[config.mk]
export PLATFORM = sky130hd
export DESIGN_NAME = wb_trace_buffer_flat
export DESIGN_NICKNAME = d
export VERILOG_FILES = /design/src/rtl/wb_trace_buffer_pkg.sv /design/src/rtl/wb_trace_buffer_if.sv /design/src/rtl/wb_trace_buffer_ram.sv /design/src/rtl/wb_trace_buffer.sv /design/src/flat_wrapper.sv
export SDC_FILE = /design/constraint.sdc
export NUM_CORES = 1
export LEC_CHECK = 0
export CAP_MARGIN = 20
export CORE_UTILIZATION = 30
export CTS_CLUSTER_SIZE = 14
export DETAILED_ROUTE_END_ITERATION = 7
export HOLD_SLACK_MARGIN = 0.05
export SKIP_LAST_GASP = 1
export SLEW_MARGIN = 20
export SYNTH_ARGS = -nofsm -noshare
export SYNTH_HDL_FRONTEND = slang
export SYNTH_SLANG_ARGS = --single-unit
export TNS_END_PERCENT = 10
[constraint.sdc]
create_clock -name clk -period 6 [get_ports clk]
set_clock_uncertainty 0.1 [all_clocks]
set_input_delay 1.5 -clock clk [delete_from_list [all_inputs] [get_ports clk]]
set_output_delay 1.5 -clock clk [all_outputs]
set_load 0.01 [all_outputs]
[src/rtl/wb_trace_buffer_pkg.sv]
`default_nettype none
// ============================================================================
// Package     : trace_pkg
// Description : Shared types for the writeback commit tracer. Holds the capture
//               mode and FSM state encodings, the default-width trace entry
//               and a helper that folds the raw 2-bit mode input onto the three
//               supported modes.
// Revision    : 1.0 - initial release
// ============================================================================
package trace_pkg;

   localparam int c_TRACE_PC_W   = 32;
   localparam int c_TRACE_RA_W   = 5;
   localparam int c_TRACE_DATA_W = 32;

   typedef enum logic [1:0] {
      MODE_CIRC = 2'd0,
      MODE_FILL = 2'd1,
      MODE_TRIG = 2'd2
   } trace_mode_e;

   typedef enum logic [1:0] {
      ST_IDLE   = 2'd0,
      ST_ARMED  = 2'd1,
      ST_POST   = 2'd2,
      ST_FROZEN = 2'd3
   } trace_state_e;

   // One captured commit at the package default widths.
   typedef struct packed {
      logic [c_TRACE_PC_W-1:0]   pc;
      logic [c_TRACE_RA_W-1:0]   rd;
      logic [c_TRACE_DATA_W-1:0] data;
   } trace_entry_t;

   // Encoding 3 is unused by the board logic and behaves as circular capture.
   function automatic trace_mode_e decode_mode(input logic [1:0] i_mode);
      trace_mode_e v_mode;
      case (i_mode)
         2'd1:    v_mode = MODE_FILL;
         2'd2:    v_mode = MODE_TRIG;
         default: v_mode = MODE_CIRC;
      endcase
      return v_mode;
   endfunction

endpackage
`default_nettype wire

[src/rtl/wb_trace_buffer_if.sv]
`default_nettype none
// ============================================================================
// Interface   : wb_trace_buffer_if
// Description : Commit capture, control and readout signals of the tracer.
//               master : driven by the CPU WB stage / board control logic
//               slave  : the tracer itself
// Signals     : commit_valid/pc/rd/data  - one WB commit per cycle
//               mode, arm, stop           - capture control
//               trig_pc, post_count       - trigger setup for TRIG mode
//               rd_req, rd_idx            - readout request (0 = oldest)
//               rd_valid/hit/pc/rd/data   - registered readout response
//               count, state, overflow, triggered - status
// Revision    : 1.0 - initial release
// ============================================================================
interface wb_trace_buffer_if #(
   parameter int PC_W   = 32,
   parameter int DATA_W = 32,
   parameter int RA_W   = 5,
   parameter int DEPTH  = 16,
   parameter int CNT_W  = $clog2(DEPTH) + 1
);
   logic              commit_valid;
   logic [PC_W-1:0]   commit_pc;
   logic [RA_W-1:0]   commit_rd;
   logic [DATA_W-1:0] commit_data;
   logic [1:0]        mode;
   logic              arm;
   logic              stop;
   logic [PC_W-1:0]   trig_pc;
   logic [CNT_W-1:0]  post_count;
   logic              rd_req;
   logic [CNT_W-1:0]  rd_idx;
   logic              rd_valid;
   logic              rd_hit;
   logic [PC_W-1:0]   rd_pc;
   logic [RA_W-1:0]   rd_rd;
   logic [DATA_W-1:0] rd_data;
   logic [CNT_W-1:0]  count;
   logic [1:0]        state;
   logic              overflow;
   logic              triggered;

   modport master (
      output commit_valid, commit_pc, commit_rd, commit_data,
      output mode, arm, stop, trig_pc, post_count, rd_req, rd_idx,
      input  rd_valid, rd_hit, rd_pc, rd_rd, rd_data,
      input  count, state, overflow, triggered
   );

   modport slave (
      input  commit_valid, commit_pc, commit_rd, commit_data,
      input  mode, arm, stop, trig_pc, post_count, rd_req, rd_idx,
      output rd_valid, rd_hit, rd_pc, rd_rd, rd_data,
      output count, state, overflow, triggered
   );
endinterface
`default_nettype wire

[src/rtl/wb_trace_buffer_ram.sv]
`default_nettype none
// ============================================================================
// Module      : trace_ram
// Description : Simple dual-port RAM, DEPTH x WIDTH. One synchronous write
//               port, one synchronous read port with a registered output.
//               A read and write to the same address in one cycle returns the
//               previous contents (read-before-write).
// Ports       : clk      - clock
//               i_we     - write enable
//               i_waddr  - write address
//               i_wdata  - write data
//               i_re     - read enable; o_rdata updates only when set
//               i_raddr  - read address
//               o_rdata  - registered read data
// Revision    : 1.0 - initial release
// ============================================================================
module trace_ram #(
   parameter int DEPTH = 16,
   parameter int WIDTH = 69
) (
   input  wire logic                     clk,
   input  wire logic                     i_we,
   input  wire logic [$clog2(DEPTH)-1:0] i_waddr,
   input  wire logic [WIDTH-1:0]         i_wdata,
   input  wire logic                     i_re,
   input  wire logic [$clog2(DEPTH)-1:0] i_raddr,
   output logic      [WIDTH-1:0]         o_rdata
);

   logic [WIDTH-1:0] r_mem [DEPTH];
   logic [WIDTH-1:0] r_rdata;

   // No reset on the array or the read register so this maps onto block RAM;
   // the parent masks the read data with its own reset-cleared hit flag.
   always_ff @(posedge clk) begin
      if (i_we) begin
         r_mem[i_waddr] <= i_wdata;
      end
      if (i_re) begin
         r_rdata <= r_mem[i_raddr];
      end
   end

   assign o_rdata = r_rdata;

endmodule
`default_nettype wire

[src/rtl/wb_trace_buffer.sv]
`default_nettype none
// ============================================================================
// Module      : wb_trace_buffer
// Description : Writeback commit tracer. Captures (PC, rd, data) commits into a
//               circular buffer with CIRC / FILL / TRIG capture modes, PC
//               trigger with post-trigger count, stop/freeze control, sticky
//               overflow/triggered flags and a 1-cycle registered readout.
// Ports       : clk     - clock, all flops rising edge
//               reset_n - asynchronous active-low reset
//               bus     - wb_trace_buffer_if slave modport (commit, control,
//                         readout and status signals)
// Revision    : 1.0 - initial release
// ============================================================================
module wb_trace_buffer
   import trace_pkg::*;
#(
   parameter int PC_W   = 32,
   parameter int DATA_W = 32,
   parameter int RA_W   = 5,
   parameter int DEPTH  = 16,
   parameter int CNT_W  = $clog2(DEPTH) + 1
) (
   input  wire logic        clk,
   input  wire logic        reset_n,
   wb_trace_buffer_if.slave bus
);

   localparam int               c_AW       = $clog2(DEPTH);
   localparam int               c_EW       = PC_W + RA_W + DATA_W;
   localparam logic [CNT_W-1:0] c_FULL     = CNT_W'(DEPTH);
   localparam logic [CNT_W-1:0] c_POST_MAX = CNT_W'(DEPTH - 1);

   trace_state_e      r_state, w_state_nx;
   logic [c_AW-1:0]   r_wr_ptr, w_wr_ptr_nx;
   logic [CNT_W-1:0]  r_count, w_count_nx;
   logic [CNT_W-1:0]  r_remain, w_remain_nx;
   logic              r_overflow, w_overflow_nx;
   logic              r_triggered, w_triggered_nx;
   logic              w_we;

   logic              r_rd_valid;
   logic              r_rd_hit;

   trace_mode_e       w_mode;
   logic              w_pc_match;
   logic [CNT_W-1:0]  w_post_sat;
   logic [c_AW-1:0]   w_rd_addr;
   logic              w_rd_hit;
   logic [c_EW-1:0]   w_ram_q;

   assign w_mode     = decode_mode(bus.mode);
   assign w_pc_match = (bus.commit_pc == bus.trig_pc);
   assign w_post_sat = (bus.post_count > c_POST_MAX) ? c_POST_MAX : bus.post_count;

   // ------------------------------------------------------------------------
   // FSM state register and capture bookkeeping
   // ------------------------------------------------------------------------
   always_ff @(posedge clk or negedge reset_n) begin
      if (!reset_n) begin
         r_state     <= ST_IDLE;
         r_wr_ptr    <= '0;
         r_count     <= '0;
         r_remain    <= '0;
         r_overflow  <= 1'b0;
         r_triggered <= 1'b0;
      end else begin
         r_state     <= w_state_nx;
         r_wr_ptr    <= w_wr_ptr_nx;
         r_count     <= w_count_nx;
         r_remain    <= w_remain_nx;
         r_overflow  <= w_overflow_nx;
         r_triggered <= w_triggered_nx;
      end
   end

   // ------------------------------------------------------------------------
   // Next-state logic. arm dominates everything (the coincident commit is
   // dropped); stop is applied after the commit so that commit is kept.
   // ------------------------------------------------------------------------
   always_comb begin
      w_state_nx     = r_state;
      w_wr_ptr_nx    = r_wr_ptr;
      w_count_nx     = r_count;
      w_remain_nx    = r_remain;
      w_overflow_nx  = r_overflow;
      w_triggered_nx = r_triggered;
      w_we           = 1'b0;

      if (bus.arm) begin
         w_state_nx     = ST_ARMED;
         w_wr_ptr_nx    = '0;
         w_count_nx     = '0;
         w_remain_nx    = '0;
         w_overflow_nx  = 1'b0;
         w_triggered_nx = 1'b0;
      end else if (r_state == ST_ARMED || r_state == ST_POST) begin
         if (bus.commit_valid) begin
            w_we        = 1'b1;
            // DEPTH is a power of two, so the pointer wraps by overflowing.
            w_wr_ptr_nx = r_wr_ptr + c_AW'(1);
            if (r_count == c_FULL) begin
               w_overflow_nx = 1'b1;
            end else begin
               w_count_nx = r_count + CNT_W'(1);
            end

            if (r_state == ST_POST) begin
               // Trigger matches are ignored while draining the post window.
               w_remain_nx = r_remain - CNT_W'(1);
               if (r_remain == CNT_W'(1)) begin
                  w_state_nx = ST_FROZEN;
               end
            end else begin
               case (w_mode)
                  MODE_FILL: begin
                     if (r_count >= c_FULL - CNT_W'(1)) begin
                        w_state_nx = ST_FROZEN;
                     end
                  end
                  MODE_TRIG: begin
                     if (w_pc_match) begin
                        w_triggered_nx = 1'b1;
                        if (w_post_sat == '0) begin
                           w_state_nx = ST_FROZEN;
                        end else begin
                           w_remain_nx = w_post_sat;
                           w_state_nx  = ST_POST;
                        end
                     end
                  end
                  default: ;
               endcase
            end
         end

         if (bus.stop) begin
            w_state_nx = ST_FROZEN;
         end
      end
   end

   // ------------------------------------------------------------------------
   // Readout address mapping. (wr_ptr - count + rd_idx) mod DEPTH only
   // depends on the low log2(DEPTH) bits of each operand, so the sum is
   // formed directly at address width.
   // ------------------------------------------------------------------------
   assign w_rd_addr = r_wr_ptr - r_count[c_AW-1:0] + bus.rd_idx[c_AW-1:0];
   assign w_rd_hit  = (bus.rd_idx < r_count);

   trace_ram #(
      .DEPTH (DEPTH),
      .WIDTH (c_EW)
   ) u_ram (
      .clk     (clk),
      .i_we    (w_we),
      .i_waddr (r_wr_ptr),
      .i_wdata ({bus.commit_pc, bus.commit_rd, bus.commit_data}),
      .i_re    (bus.rd_req),
      .i_raddr (w_rd_addr),
      .o_rdata (w_ram_q)
   );

   always_ff @(posedge clk or negedge reset_n) begin
      if (!reset_n) begin
         r_rd_valid <= 1'b0;
         r_rd_hit   <= 1'b0;
      end else begin
         r_rd_valid <= bus.rd_req;
         if (bus.rd_req) begin
            r_rd_hit <= w_rd_hit;
         end
      end
   end

   // Fields read zero on a miss and straight out of reset (r_rd_hit clears
   // asynchronously while the RAM output register does not).
   assign bus.rd_valid  = r_rd_valid;
   assign bus.rd_hit    = r_rd_hit;
   assign bus.rd_pc     = r_rd_hit ? w_ram_q[c_EW-1 -: PC_W]          : '0;
   assign bus.rd_rd     = r_rd_hit ? w_ram_q[DATA_W+RA_W-1 -: RA_W]   : '0;
   assign bus.rd_data   = r_rd_hit ? w_ram_q[DATA_W-1:0]              : '0;
   assign bus.count     = r_count;
   assign bus.state     = r_state;
   assign bus.overflow  = r_overflow;
   assign bus.triggered = r_triggered;

endmodule
`default_nettype wire
[src/flat_wrapper.sv]
// flat-port wrapper written by rule: the top's interface ports become plain ports
module wb_trace_buffer_flat import trace_pkg::*;
#(
   parameter int PC_W   = 32,
   parameter int DATA_W = 32,
   parameter int RA_W   = 5,
   parameter int DEPTH  = 16,
   parameter int CNT_W  = $clog2(DEPTH) + 1
)
  (clk, reset_n, bus_commit_valid, bus_commit_pc, bus_commit_rd, bus_commit_data, bus_mode, bus_arm, bus_stop, bus_trig_pc, bus_post_count, bus_rd_req, bus_rd_idx, bus_rd_valid, bus_rd_hit, bus_rd_pc, bus_rd_rd, bus_rd_data, bus_count, bus_state, bus_overflow, bus_triggered);
  wb_trace_buffer_if #(.PC_W(PC_W), .DATA_W(DATA_W), .RA_W(RA_W), .DEPTH(DEPTH), .CNT_W(CNT_W)) bus_i ();
  input  wire logic clk;
  input  wire logic reset_n;
  input wire logic [$bits(bus_i.commit_valid)-1:0] bus_commit_valid;
  input wire logic [$bits(bus_i.commit_pc)-1:0] bus_commit_pc;
  input wire logic [$bits(bus_i.commit_rd)-1:0] bus_commit_rd;
  input wire logic [$bits(bus_i.commit_data)-1:0] bus_commit_data;
  input wire logic [$bits(bus_i.mode)-1:0] bus_mode;
  input wire logic [$bits(bus_i.arm)-1:0] bus_arm;
  input wire logic [$bits(bus_i.stop)-1:0] bus_stop;
  input wire logic [$bits(bus_i.trig_pc)-1:0] bus_trig_pc;
  input wire logic [$bits(bus_i.post_count)-1:0] bus_post_count;
  input wire logic [$bits(bus_i.rd_req)-1:0] bus_rd_req;
  input wire logic [$bits(bus_i.rd_idx)-1:0] bus_rd_idx;
  output wire logic [$bits(bus_i.rd_valid)-1:0] bus_rd_valid;
  output wire logic [$bits(bus_i.rd_hit)-1:0] bus_rd_hit;
  output wire logic [$bits(bus_i.rd_pc)-1:0] bus_rd_pc;
  output wire logic [$bits(bus_i.rd_rd)-1:0] bus_rd_rd;
  output wire logic [$bits(bus_i.rd_data)-1:0] bus_rd_data;
  output wire logic [$bits(bus_i.count)-1:0] bus_count;
  output wire logic [$bits(bus_i.state)-1:0] bus_state;
  output wire logic [$bits(bus_i.overflow)-1:0] bus_overflow;
  output wire logic [$bits(bus_i.triggered)-1:0] bus_triggered;
  assign bus_i.commit_valid = bus_commit_valid;
  assign bus_i.commit_pc = bus_commit_pc;
  assign bus_i.commit_rd = bus_commit_rd;
  assign bus_i.commit_data = bus_commit_data;
  assign bus_i.mode = bus_mode;
  assign bus_i.arm = bus_arm;
  assign bus_i.stop = bus_stop;
  assign bus_i.trig_pc = bus_trig_pc;
  assign bus_i.post_count = bus_post_count;
  assign bus_i.rd_req = bus_rd_req;
  assign bus_i.rd_idx = bus_rd_idx;
  assign bus_rd_valid = bus_i.rd_valid;
  assign bus_rd_hit = bus_i.rd_hit;
  assign bus_rd_pc = bus_i.rd_pc;
  assign bus_rd_rd = bus_i.rd_rd;
  assign bus_rd_data = bus_i.rd_data;
  assign bus_count = bus_i.count;
  assign bus_state = bus_i.state;
  assign bus_overflow = bus_i.overflow;
  assign bus_triggered = bus_i.triggered;
  wb_trace_buffer #(.PC_W(PC_W), .DATA_W(DATA_W), .RA_W(RA_W), .DEPTH(DEPTH), .CNT_W(CNT_W)) u_core (.clk(clk), .reset_n(reset_n), .bus(bus_i));
endmodule
; Word-level counts from Yosys, hierarchy flattened
; Memory sizes are Yosys's and may differ from the RTL's. A register that Yosys moved wholly into a read port is not among the register bits.
; Index checks and enable logic that the tools add are counted.
[word_totals]
ff_bits = 20
latch_bits = 0
ram_bits = 1104
romBits = 0
input_bits = 119
output_inout_bits = 80
elab_cells = 93
memories = 1
[memory_table]
columns = name, words, width, rd, rd_ports_with_merged_regs, write_ports, line
row1 = u_core.u_ram.r_mem, 16, 69, 1, 1, 1, wb_trace_buffer_ram.sv:30  ; logic [WIDTH-1:0] r_mem [DEPTH];
[op_classes]
n_addsub = 5
n_mul = 0
n_div = 0
n_lt_le_gt_ge = 3
n_eq_ne = 15
n_shift = 0
mux = 44
bitwise_logic = 0
n_reduce_logical = 17
[ops]
columns = cell, n
row1 = $mux 5, 13
row2 = $mux 32, 2
row3 = $eq 32x32->1, 1
row4 = $mux 1, 16
row5 = $mux 2, 8
row6 = $mux 4, 3
row7 = $ne 5x3->1 const B, 2
row8 = $reduce_and 5->1, 2
row9 = $reduce_bool 2->1, 5
row10 = $reduce_bool 3->1, 3
row11 = $pmux 2 s2, 2
row12 = $eq 2x1->1 const B, 3
row13 = $eq 2x2->1 const B, 3
row14 = $reduce_and 3->1, 2
row15 = $reduce_and 6->1, 1
row16 = $add 5x1->5 const B, 1
row17 = $eq 5x1->1 const B, 1
row18 = $eq 5x5->1 const B, 1
row19 = $ge 5x4->1 const B, 1
row20 = $gt 5x4->1 const B, 1
row21 = $logic_not 5->1, 1
row22 = $lt 5x5->1, 1
row23 = $reduce_bool 5->1, 1
row24 = $sub 5x1->5 const B, 1
row25 = 8 further kinds, 9

; Longest topological paths before layout
[logic_depth]
word_depth = 11
ltp_mapped = 11
ltp_nobuf = 8

; Cells and area by module
; Synthesis repeated with hierarchy kept, for this count alone.
[unflattened]
hier_cells = 2068
area_unflattened_um2 = 45701.3
[modules_own_cells]
columns = module, instances, cells_each, area_each_um2, seq_area_each_um2
row1 = trace_ram, 1, 1776, 43396.6, 35223.8
row2 = wb_trace_buffer, 1, 292, 2304.7, 500.5

; Worst setup path before layout
; OpenSTA, ideal clock, no wires.
[synth_timing]
path_type = input to register
start = input bus_arm
end = memory u_core.u_ram.r_mem[0][0] (enable)
setup_time_ns = 0.581
t_arrival_ns = 6.693
required_ns = 5.319
slack_ns = -1.374
cell_stages = 4
path_buffers = 1
path_cell_list = clkbuf_1 nor2_1 nand2_1 nor3_1
[synth_between]
elab_chain_cells = 3
[synth_rtl]
columns = element, line
row1 = start: declaration, flat_wrapper.sv:19  ; input wire logic [$bits(bus_i.arm)-1:0] bus_arm;
row2 = $mux 1, wb_trace_buffer.sv:89  ; if (bus.arm) begin
row3 = $mux 1, wb_trace_buffer_ram.sv:36  ; if (i_we) begin
row4 = $mux 1 (implied by the code), wb_trace_buffer_ram.sv:37  ; r_mem[i_waddr] <= i_wdata;
row5 = end: declaration, wb_trace_buffer_ram.sv:30
; No other way between the ends.

; Final worst setup path
[layout_timing]
start = input bus_rd_idx[1]
end = register u_core.u_ram.r_rdata[14] (netlist: u_core.u_ram.o_rdata[14]) (read register of u_core.u_ram.r_mem), data pin
[layout_between]
elab_chain_cells = 1
[layout_rtl]
columns = element, line
row1 = start: declaration, flat_wrapper.sv:24  ; input wire logic [$bits(bus_i.rd_idx)-1:0] bus_rd_idx;
row2 = $add 4x4->4, wb_trace_buffer.sv:147  ; assign w_rd_addr = r_wr_ptr - r_count[c_AW-1:0] + bus.rd_idx[c_AW-1:0];
row3 = end: declaration, wb_trace_buffer_ram.sv:31  ; logic [WIDTH-1:0] r_rdata;
; No other way between the ends.
; A chain may end at the register's enable or synchronous reset.

==> metrics.log <==
INFO  metric routed_via_density = between 4 and 5
INFO  metric run_status = finished clean
INFO  metric wl_met1 = approximately 45,000 um
INFO  metric htree_num_levels = 3
INFO  metric register_to_register_path_setup_slack = ~2.1 ns
INFO  metric synth.lib_cells_used.distinct = 47
INFO  metric hold_path_startpoint = u_core.bus.triggered
INFO  metric setup-violations-final = 0
INFO  metric setup.worst_path.start_class = primary input
INFO  metric globalplace.congestion = approximately 0.72
INFO  metric final_cell_area = ~0.055 mm2
INFO  metric syn2layout_area_growth = 19.4%
INFO  metric element_type_at_the_critical_path_end = flip-flop
INFO  metric synthesis.area_per_instance = roughly 24 um2
INFO  metric timing.hold.worst.class = flip-flop to flip-flop
INFO  metric max_cap_viol_count = 0
INFO  metric min_delay_path_depth = 2
INFO  metric synth_flop_cell = edfxtp_1
INFO  metric globalRoute.totalOverflow = 0
INFO  metric clock_sink_count = ~1.2k
INFO  metric chipWidth = 393 um
INFO  metric routed.top_layer = met5
INFO  metric synthTopCellsByCount = edfxtp_1, mux4_2, and2_1
INFO  metric worst_skew_pair.late_latency = between 0.7 and 0.8 ns
INFO  metric drt_pass1_iterations = 5
INFO  metric route.vias.total = between 20k and 25k
INFO  metric synth_edf_count = between 1k and 1.5k
INFO  metric cts_setup_buffers = 0
INFO  metric dp_hpwl = 60,900 um
INFO  metric synthArstFlopShare = 1.68%
INFO  metric cts.reportedPaths.clkPinSlew = 0.06 ns
INFO  metric route.final.wire_length = 114,000 um
INFO  metric count_of_buffering_cells_on_the_critical_path_with_inverters_included = 4
INFO  metric postSynthRegisterBits = between 1k and 1.5k
INFO  metric final_max_slew_viol_count = 0
INFO  metric number_of_antenna_violations_at_the_first_check_in_global_routing = 23
INFO  metric finalHoldViolCount = 0
INFO  metric finalHoldWorstSlack = about 0.4 ns
INFO  metric max-vdd-ir-drop = approximately 0.23 mV
INFO  metric first_iter_violations = approximately 1.8k
INFO  metric worst_slew_pin_slew = between 1 and 1.5 ns
INFO  metric max_slew_margin = between 20% and 30%
INFO  metric clock_tree.buffer_depth = 3
INFO  metric num-nets-final = approximately 2.3k
INFO  metric post_synth_design_cell_area = ~0.046 mm2
INFO  metric post_synth_inst_count = 1,914
INFO  metric worst-path-max-fanout = 24
INFO  metric multiInputGateArea = just under 0.01 mm2
INFO  metric routed-wl-met2 = roughly 59,000 um
INFO  metric synth.yosys.seq_area_share = between 70% and 80%
INFO  metric tritoncts = done
INFO  metric io_pins = just under 200
INFO  metric postCtsHoldBufs = 0
INFO  metric fillers = roughly 14k
INFO  metric number_of_cells_on_the_worst_reg_to_reg_path = 9
INFO  metric initial_util = a little under a third
INFO  metric top_cell_type_s_share_of_synthesized_area = around three quarters
INFO  metric cells_resized_by_post_cts_repair = 0
INFO  metric clock-root-buffer = clkbuf_16
INFO  metric r2r-start = u_core.bus.count[0]
INFO  metric die_height = between 300 and 400 um
INFO  metric layout_setup_ws = 1.39 ns
INFO  metric regArea = roughly 0.036 mm2
INFO  metric cts_inserted_buffers = around 120
INFO  metric grt_start_max_net_pins = 70
INFO  metric synth_fp_nets = around 2.1k
INFO  metric fin_cells = between 4k and 5k
INFO  metric detail_route.wl_per_cell = roughly 26 um
INFO  metric cp_data_required_time = about 6.3 ns
INFO  metric numPortBuffers = 198
INFO  metric worstPathCellList = clkdlybuf4s50_1, inv_1, fa_1, fa_4, buf_12, buf_12, mux4_2, mux4_2
INFO  metric yosys_warnings = 0
INFO  metric synth_top_cell_by_area = edfxtp_1
INFO  metric final.min_clock_period = ~4.6 ns
INFO  metric post-synth-top-count-cell = edfxtp_1
INFO  metric reg2reg_to = u_core.u_ram.o_rdata[14]
INFO  metric timing.setup.critical_path_class = primary input to flip-flop
INFO  metric grt_pass1_wl = 161,000 um
INFO  metric grt_setup_unrepaired = false
INFO  metric placeable_core_area = about 0.15 mm2
INFO  metric met3WireLength = 7390 um
INFO  metric yosys-top-cells-area = edfxtp_1, mux4_2, dfrtp_1
INFO  metric gr-usage-all-layers = between 10% and 20%
INFO  metric placement.cell_area = between 0.05 and 0.06 mm2
INFO  metric ant_nets = 0
INFO  metric power_per_cell_area = 380 mW/mm2
INFO  metric worst_ep_arrival = roughly 5 ns
INFO  metric cellLeakagePower = approximately 17 nW
INFO  metric dp_cells = 4,113
INFO  metric post_route_cells_drive_above_1_share = between 20% and 30%
INFO  metric worst_path_largest_cell_delay = about 1.0 ns
INFO  metric detailedPlace.worstSlack = around 0.66 ns
INFO  metric worst_path_max_delay_cell = fa_4
INFO  metric die-area = between 0.15 and 0.2 mm2
INFO  metric worst_path_dominant_cell_family = adder cells
INFO  metric num_rows = roughly 140
INFO  metric post-route-drc-count = 0
INFO  metric min_period_over_period = about three quarters
INFO  metric number_of_global_route_vias_before_repair = between 20k and 25k
INFO  metric worst_hold_endpoint = u_core.bus.triggered
INFO  metric maxClockFrequency = 217 MHz
## cells in the final DEF, fill, tap and decap left out, types with 19 or more instances in the layout
cell | netlist | layout
and2_1 | 71 | 71
buf_12 | 0 | 43
clkbuf_1 | 53 | 22
clkbuf_16 | 0 | 116
clkdlybuf4s50_1 | 0 | 197
clkinv_1 | 0 | 29
clkinv_2 | 0 | 24
dfrtp_1 | 20 | 19
edfxtp_1 | 1173 | 1173
inv_1 | 21 | 21
mux4_2 | 345 | 345
nor2_1 | 32 | 20
xnor2_1 | 39 | 38
## metrics by stage
step           power (W)  setup TNS [ns]  util, %
6_report          0.0208               0     36.1
3_5_place_dp      0.0141               0     33.7
4_1_cts           0.0211               0     36.0
5_1_grt           0.0216               0     36.1
2_1_floorplan     0.0126         -284.08        -
3_3_place_gp      0.0140               0     33.7
## worst reg2reg max path, cell delays in order, from the launching register on
cell     delay [ns]
dfrtp_1        0.48
ha_1           0.35
inv_1          0.09
ha_4           0.13
inv_1          0.06
fa_4           1.07
buf_12         0.27
buf_12         0.23
mux4_2         0.34
mux4_2         0.48
## where the power goes
part | internal [W] | switching [W]
combinational | 0.00225 | 0.00184
clock | 0.00397 | 0.00304
sequential | 0.00953 | 0.000159
## how the worst max path moves through the flow
stage	start	endpoint	slack, ns	depth (start not counted)
4_1_cts	u_core.bus.rd_hit	bus_rd_data[27]	1.33	3
3_3_place_gp	bus_rd_idx[1]	u_core.u_ram.o_rdata[14]	0.67	8
3_5_place_dp	bus_rd_idx[1]	u_core.u_ram.o_rdata[14]	0.66	8
2_1_floorplan	bus_arm	u_core.u_ram.r_mem[3][0]	-1.37	4
5_1_grt	u_core.bus.rd_hit	bus_rd_data[27]	1.35	3
6_report	bus_rd_idx[1]	u_core.u_ram.o_rdata[14]	1.39	8
## routing by layer
layer / GRT usage (%) / up-vias
met2: 25.7 / 713
met3: 3.44 / 193
li1: - / 8732
met4: 3.20 / 18
met1: 18.4 / 11451
met5: 0 / -
## cell families (layout without fill, tap and decap cells)
group           after synthesis  in the layout  synth area share, %
mux                         347            347                 17.0
flops                      1193           1193                 77.9
fa+ha+maj                    21             21                0.622
simple gates                161            161                 1.94
other cells                   0              2                    0
xor+xnor                     44             44                0.963
compound gates               38             38                0.573
buf+inv                     110            491                 1.06
## registers in the layout, indices dropped and copies added (netlist names)
register,count
u_core.r_wr_ptr,4
u_core.bus.state,2
u_core.bus.rd_hit,1
u_core.u_ram.r_mem,1104
u_core.r_remain,5
u_core.bus.overflow,1
u_core.bus.triggered,1
u_core.bus.count,5
u_core.u_ram.o_rdata,69
u_core.bus.rd_valid,1
## cell type report
type / instances / area share [%]
Clock buffer: 138 / 5.45
Antenna cell: 2 / 0.00914
Inverter: 21 / 0.144
Tap cell: 2030 / 4.64
Sequential cell: 1193 / 65.2
Timing Repair Buffer: 258 / 5.42
Clock inverter: 74 / 1.18
Multi-Input combinational cell: 611 / 17.9
Note: power is estimated with default switching activity, not from simulation.
